$ cat src/rtl/extrema_scheduler.sv
// Sweeps the shared check_extrema engine over every DoG octave and queues keypoints.
module extrema_scheduler #(
    parameter int unsigned NUM_OCTAVES = 3,
    parameter int unsigned BIT_DEPTH   = 9,
    parameter int unsigned DIMENSION   = 4,
    parameter int unsigned FIFO_DEPTH  = 8,
    localparam int unsigned ADDR_W = $clog2(DIMENSION * DIMENSION),
    localparam int unsigned XY_W   = $clog2(DIMENSION),
    localparam int unsigned OCT_W  = (NUM_OCTAVES > 1) ? $clog2(NUM_OCTAVES) : 1,
    localparam int unsigned DATA_W = NUM_OCTAVES * BIT_DEPTH
) (
    input  logic                        clk,
    input  logic                        rst_in,
    input  logic                        start,
    output logic                        busy,
    output logic                        done,
    output logic                        overflow,
    output logic                        chk_enable,
    input  logic                        chk_first_is_extremum,
    input  logic                        chk_second_is_extremum,
    input  logic [XY_W-1:0]             chk_x,
    input  logic [XY_W-1:0]             chk_y,
    input  logic                        chk_done_checking,
    input  logic [ADDR_W-1:0]           chk_first_address,
    input  logic [ADDR_W-1:0]           chk_second_address,
    output logic signed [BIT_DEPTH-1:0] chk_first_data,
    output logic signed [BIT_DEPTH-1:0] chk_second_data,
    output logic [ADDR_W-1:0]           bram_first_address,
    output logic [ADDR_W-1:0]           bram_second_address,
    input  logic [DATA_W-1:0]           bram_first_data,
    input  logic [DATA_W-1:0]           bram_second_data,
    output logic                        kp_valid,
    input  logic                        kp_ready,
    output logic [XY_W-1:0]             kp_x,
    output logic [XY_W-1:0]             kp_y,
    output logic [OCT_W-1:0]            kp_octave,
    output logic                        kp_layer
);

    localparam int unsigned PTR_W = $clog2(FIFO_DEPTH);
    localparam int unsigned CNT_W = PTR_W + 1;

    typedef struct packed {
        logic [XY_W-1:0]  x;
        logic [XY_W-1:0]  y;
        logic [OCT_W-1:0] oct;
        logic             layer;
    } kp_t;

    typedef enum logic [2:0] {
        IDLE,
        LAUNCH,
        WAIT_CHK,
        NEXT,
        DRAIN
    } state_t;

    state_t           state, state_nxt;
    logic [OCT_W-1:0] octave, octave_nxt;
    logic             busy_nxt, done_nxt, chk_enable_nxt, start_acc, overflow_nxt;

    kp_t              mem [FIFO_DEPTH];
    kp_t              head;
    logic [PTR_W-1:0] wr_ptr, rd_ptr;
    logic [CNT_W-1:0] count, count_nxt;
    logic             full, fifo_empty, push_req, push_ok, pop;

    kp_t              push_entry, pend_entry;
    logic             pend_valid, pend_set, pend_clr;

    // Address broadcast and octave-steered read data back to the checker
    assign bram_first_address  = chk_first_address;
    assign bram_second_address = chk_second_address;
    assign chk_first_data      = bram_first_data[BIT_DEPTH * 32'(octave) +: BIT_DEPTH];
    assign chk_second_data     = bram_second_data[BIT_DEPTH * 32'(octave) +: BIT_DEPTH];

    // Event capture: layer 0 wins a same-cycle tie, layer 1 waits one cycle in pending
    always_comb begin
        push_req   = 1'b0;
        push_entry = pend_entry;
        pend_set   = 1'b0;
        pend_clr   = 1'b0;
        if (chk_first_is_extremum) begin
            push_req   = 1'b1;
            push_entry = '{x: chk_x, y: chk_y, oct: octave, layer: 1'b0};
            pend_set   = chk_second_is_extremum;
        end else if (chk_second_is_extremum) begin
            push_req   = 1'b1;
            push_entry = '{x: chk_x, y: chk_y, oct: octave, layer: 1'b1};
        end else if (pend_valid) begin
            push_req   = 1'b1;
            pend_clr   = 1'b1;
        end
    end

    // FIFO bookkeeping: a full FIFO still accepts a push when it is popped the same cycle
    always_comb begin
        full       = (count == CNT_W'(FIFO_DEPTH));
        fifo_empty = (count == '0);
        pop        = kp_valid && kp_ready;
        push_ok    = push_req && (!full || pop);
        count_nxt  = count + CNT_W'(push_ok) - CNT_W'(pop);
    end

    // Sweep sequencer next-state and registered-output values
    always_comb begin
        state_nxt      = state;
        octave_nxt     = octave;
        busy_nxt       = busy;
        done_nxt       = 1'b0;
        chk_enable_nxt = 1'b0;
        start_acc      = 1'b0;
        case (state)
            IDLE: begin
                if (start) begin
                    start_acc  = 1'b1;
                    octave_nxt = '0;
                    busy_nxt   = 1'b1;
                    state_nxt  = LAUNCH;
                end
            end
            LAUNCH: begin
                chk_enable_nxt = 1'b1;
                state_nxt      = WAIT_CHK;
            end
            WAIT_CHK: begin
                if (chk_done_checking) begin
                    state_nxt = NEXT;
                end
            end
            NEXT: begin
                if (octave == OCT_W'(NUM_OCTAVES - 1)) begin
                    state_nxt = DRAIN;
                end else begin
                    octave_nxt = octave + 1'b1;
                    state_nxt  = LAUNCH;
                end
            end
            DRAIN: begin
                if (fifo_empty && !pend_valid && !push_req) begin
                    done_nxt  = 1'b1;
                    busy_nxt  = 1'b0;
                    state_nxt = IDLE;
                end
            end
            default: state_nxt = IDLE;
        endcase
    end

    // Sticky drop flag, cleared only by an accepted start
    always_comb begin
        overflow_nxt = overflow;
        if (start_acc) begin
            overflow_nxt = 1'b0;
        end
        if (push_req && !push_ok) begin
            overflow_nxt = 1'b1;
        end
    end

    // Control state, FIFO pointers and pending entry
    always_ff @(posedge clk or posedge rst_in) begin
        if (rst_in) begin
            state      <= IDLE;
            octave     <= '0;
            busy       <= 1'b0;
            done       <= 1'b0;
            chk_enable <= 1'b0;
            overflow   <= 1'b0;
            kp_valid   <= 1'b0;
            wr_ptr     <= '0;
            rd_ptr     <= '0;
            count      <= '0;
            pend_valid <= 1'b0;
            pend_entry <= '0;
        end else begin
            state      <= state_nxt;
            octave     <= octave_nxt;
            busy       <= busy_nxt;
            done       <= done_nxt;
            chk_enable <= chk_enable_nxt;
            overflow   <= overflow_nxt;
            count      <= count_nxt;
            kp_valid   <= (count_nxt != '0);
            if (push_ok) begin
                wr_ptr <= wr_ptr + 1'b1;
            end
            if (pop) begin
                rd_ptr <= rd_ptr + 1'b1;
            end
            pend_valid <= pend_set | (pend_valid & ~pend_clr);
            if (pend_set) begin
                pend_entry <= '{x: chk_x, y: chk_y, oct: octave, layer: 1'b1};
            end
        end
    end

    // Keypoint storage
    always_ff @(posedge clk) begin
        if (push_ok) begin
            mem[wr_ptr] <= push_entry;
        end
    end

    assign head      = mem[rd_ptr];
    assign kp_x      = head.x;
    assign kp_y      = head.y;
    assign kp_octave = head.oct;
    assign kp_layer  = head.layer;

endmodule
$ cat config.mk
export PLATFORM = sky130hd
export DESIGN_NAME = extrema_scheduler
export DESIGN_NICKNAME = d
export VERILOG_FILES = /design/src/rtl/extrema_scheduler.sv
export SDC_FILE = /design/constraint.sdc
export NUM_CORES = 1
export LEC_CHECK = 0
export CAP_MARGIN = 20
export CORE_UTILIZATION = 37
export CTS_CLUSTER_SIZE = 16
export DETAILED_ROUTE_END_ITERATION = 12
export GPL_TIMING_DRIVEN = 0
export PLACE_DENSITY_LB_ADDON = 0.05
export SYNTH_ARGS = -nofsm -noshare
export SYNTH_HDL_FRONTEND = slang
export SYNTH_SLANG_ARGS = --single-unit
$ cat constraint.sdc
create_clock -name clk -period 3.25 [get_ports clk]
set_input_delay 0.4875 -clock clk [delete_from_list [all_inputs] [get_ports clk]]
set_output_delay 0.4875 -clock clk [all_outputs]
set_load 0.01 [all_outputs]
==> flow_summary.json <==
{
  "rows": 37,
  "grt-ovfl-total": 0,
  "grt_pass1_vias": 2783,
  "grt_max_degree": 22,
  "h-tree-depth": 3,
  "ys_ff_latch": 84,
  "yosys.area_share.simple_pct": 7.776,
  "rsz0062_at_grt": "false",
  "synth_xor_area_share_pct": 1.524,
  "cp-start-kind": "flop",
  "dr.pass1.iters": 4,
  "reg2regPathDepth": 11,
  "cts_tree": "yes",
  "die_area_um2": 11290,
  "finalSetupTns_ps": 0,
  "numCtsBuffers": 9,
  "fp.coreArea_um2": 10420,
  "hpwl_um": 6325,
  "ant_nets": 0,
  "yosysWarnings": 0,
  "synth_top_area_cell": "edfxtp_1",
  "critPathArrivalTime_ps": 2520,
  "timing.final.ws_setup_ps": 243.4,
  "vdd_drop_max_mv": 0.3254,
  "dpl_cell_area_um2": 5238,
  "synthMuxAreaShare_pct": 18.91,
  "period_minus_slack_ps": 3007,
  "p_sw_share_pct": 34.17,
  "p_switching_mw": 1.476,
  "fin_area_um2": 5448,
  "yosys.area_share.adder_pct": 3.235,
  "post_cts_resized": 0,
  "finalMaxSlewViolations": 0,
  "grt_usage_pct": 15.93,
  "clockBufferDepth": 2,
  "outcome": "finished clean",
  "worstMarginPinSlew_ps": 974.9,
  "drtIter0Drc": 94,
  "synth-edff-count": 56,
  "powerDensity_nw_per_um2": 793.0,
  "fin_nets": 479,
  "grt_antenna_before_repair": 0,
  "comb_power_share_pct": 45.3,
  "die_x_um": 106.3,
  "clkLatencyLatePin_ps": 350,
  "pre_cts_slack_ps": 79.72,
  "drc": 0,
  "numPortBuffers": 100,
  "pwr-share-clk_pct": 16.8,
  "syn_nets": 363,
  "vias_per_cell": 4.911,
  "cp-end-kind": "output port",
  "power_frac_seq_pct": 37.9,
  "cts_sinks": 84,
  "synth_seq_area_share_pct": 59.22,
  "cap_viol_max_count": 0,
  "dp.cells": 520,
  "drive_gt1_share_pct": 13.43,
  "synth_compound_area_share_pct": 4.946,
  "synth_commonest_cells": "edfxtp_1 (56), nand2_1 (31), dfrtp_1 (28)",
  "synthCells": 281,
  "synth.distinct_cells": 42,
  "vias": 2642,
  "finalSetupViolCount": 0,
  "cp_max_fo": 10,
  "clock.fmax_ghz": 0.3326,
  "cts.clk_slew.worst_paths_ps": 90,
  "avgSynthCellArea_um2": 14.32,
  "synth_top_family_by_area": "multiplexers",
  "relSlewSlack_pct": 34.47,
  "ios": 111,
  "n_fill_cell": 931,
  "routed_wl_um": 8413,
  "grt_pass1_wl_um": 13890,
  "synth_top_flop_cell": "edfxtp_1",
  "critical_path_required_ps": 2760,
  "cts-root-buf": "clkbuf_8",
  "wl_per_cell_um": 15.64,
  "syn_to_final_growth_pct": 35.43,
  "fin_util_pct": 52.30,
  "fin_skew_ps": 13.85,
  "power_leakage_nw": 2.043,
  "start_util_pct": 38.62,
  "critPathKind": "flop to output port",
  "die_y_um": 106.3,
  "synth_most_common_cell": "edfxtp_1",
  "hold_class": "primary input to async pin",
  "hold_viol_final": 0,
  "yosysTopAreaCellShare_pct": 41.80,
  "post_cts_buffers": 0,
  "p_int_mw": 2.844,
  "synthTopCellsByArea": "edfxtp_1 (42%), dfrtp_1 (17%), mux4_1 (9.1%)",
  "async_reset_ff_share_pct": 33.33,
  "n_antenna_cell": 0,
  "routabilityCongestion": 0.6753,
  "fin_crit_sh_pct": 92.51,
  "syn_area_um2": 4023,
  "fin_cells": 538,
  "holdBufCountCts": 0
}
through the flow:
step                      power (mW)  hold WS (ps)
after global routing           4.620         459.1
after CTS                      4.372         426.3
after floorplan                2.823         435.4
final                          4.320         436.8
after global placement         3.576         454.4
after detailed placement       3.635         464.8
final cells by class:
class	instances	area [µm²]	share of cell area, %
flip-flops and latches	84	2382	43.73
multi-input cells	165	1470	26.99
repair buffers	105	1049	19.25
well taps	136	170.2	3.124
plain buffers	23	142.6	2.618
clock buffers	9	123.9	2.274
clock inverters	7	76.32	1.401
inverters	9	33.78	0.6201
power by group through the flow:
stage | sequential (mW) | clock (mW) | combinational (mW)
2_1_floorplan | 1.62 | 0 | 1.20
3_3_place_gp | 1.65 | 0 | 1.92
3_5_place_dp | 1.67 | 0 | 1.97
4_1_cts | 1.64 | 0.749 | 1.98
5_1_grt | 1.67 | 0.798 | 2.15
6_report | 1.64 | 0.727 | 1.95
sequential cells by signal (all words and copies together) (netlist names):
signal / count
octave: 2
overflow: 1
pend_valid: 1
wr_ptr: 3
rd_ptr: 3
count: 4
state: 3
mem: 56
pend_entry: 7
done: 1
kp_valid: 1
chk_enable: 1
busy: 1
worst paths after layout:
check	start	end	slack [ps]
worst min-delay path	rst_in	pend_entry[5]	440
worst max-delay path	rd_ptr[1]	kp_x[0]	240
max in group asynchronous	rst_in	rd_ptr[2]	2370
worst max register to register	count[2]	kp_valid	590
min in group clk	pend_entry[0]	pend_entry[0]	490
worst min register to register	pend_entry[0]	pend_entry[0]	490
layer usage:
layer / vias up / GRT usage [%] / wire [µm]
met5: - / 0 / 0
met4: 0 / 2.083 / 0
met3: 0 / 4.598 / 439
met2: 81 / 27.23 / 4274
met1: 1279 / 20.55 / 3698
li1: 1282 / - / -
placed cells by master (no fill, tap or decap), types with 8 or more instances in the layout:
master / instances
ha_1: 8
buf_4: 8
clkbuf_1: 9
inv_1: 9
o21ai_0: 23
mux2_2: 17
clkbuf_8: 9
clkdlybuf4s50_1: 100
dfrtp_1: 28
nand2_1: 31
mux4_1: 14
mux2i_1: 19
nor2_1: 9
edfxtp_1: 56
logic make-up (layout without fill, tap and decap cells):
kind of cell | after synthesis | in the layout
compound gates | 33 | 33
buf+inv | 32 | 153
simple gates | 64 | 64
xor+xnor | 7 | 7
fa+ha+maj | 10 | 10
mux | 51 | 51
flops | 84 | 84
worst max-delay path, cell delays in order, from the launching register on:
cell             delay (ps)
dfrtp_1                 500
clkbuf_1                520
mux4_1                  400
mux2_2                  270
clkdlybuf4s50_1         470
No activity file was read; power rests on OpenSTA's default activity.
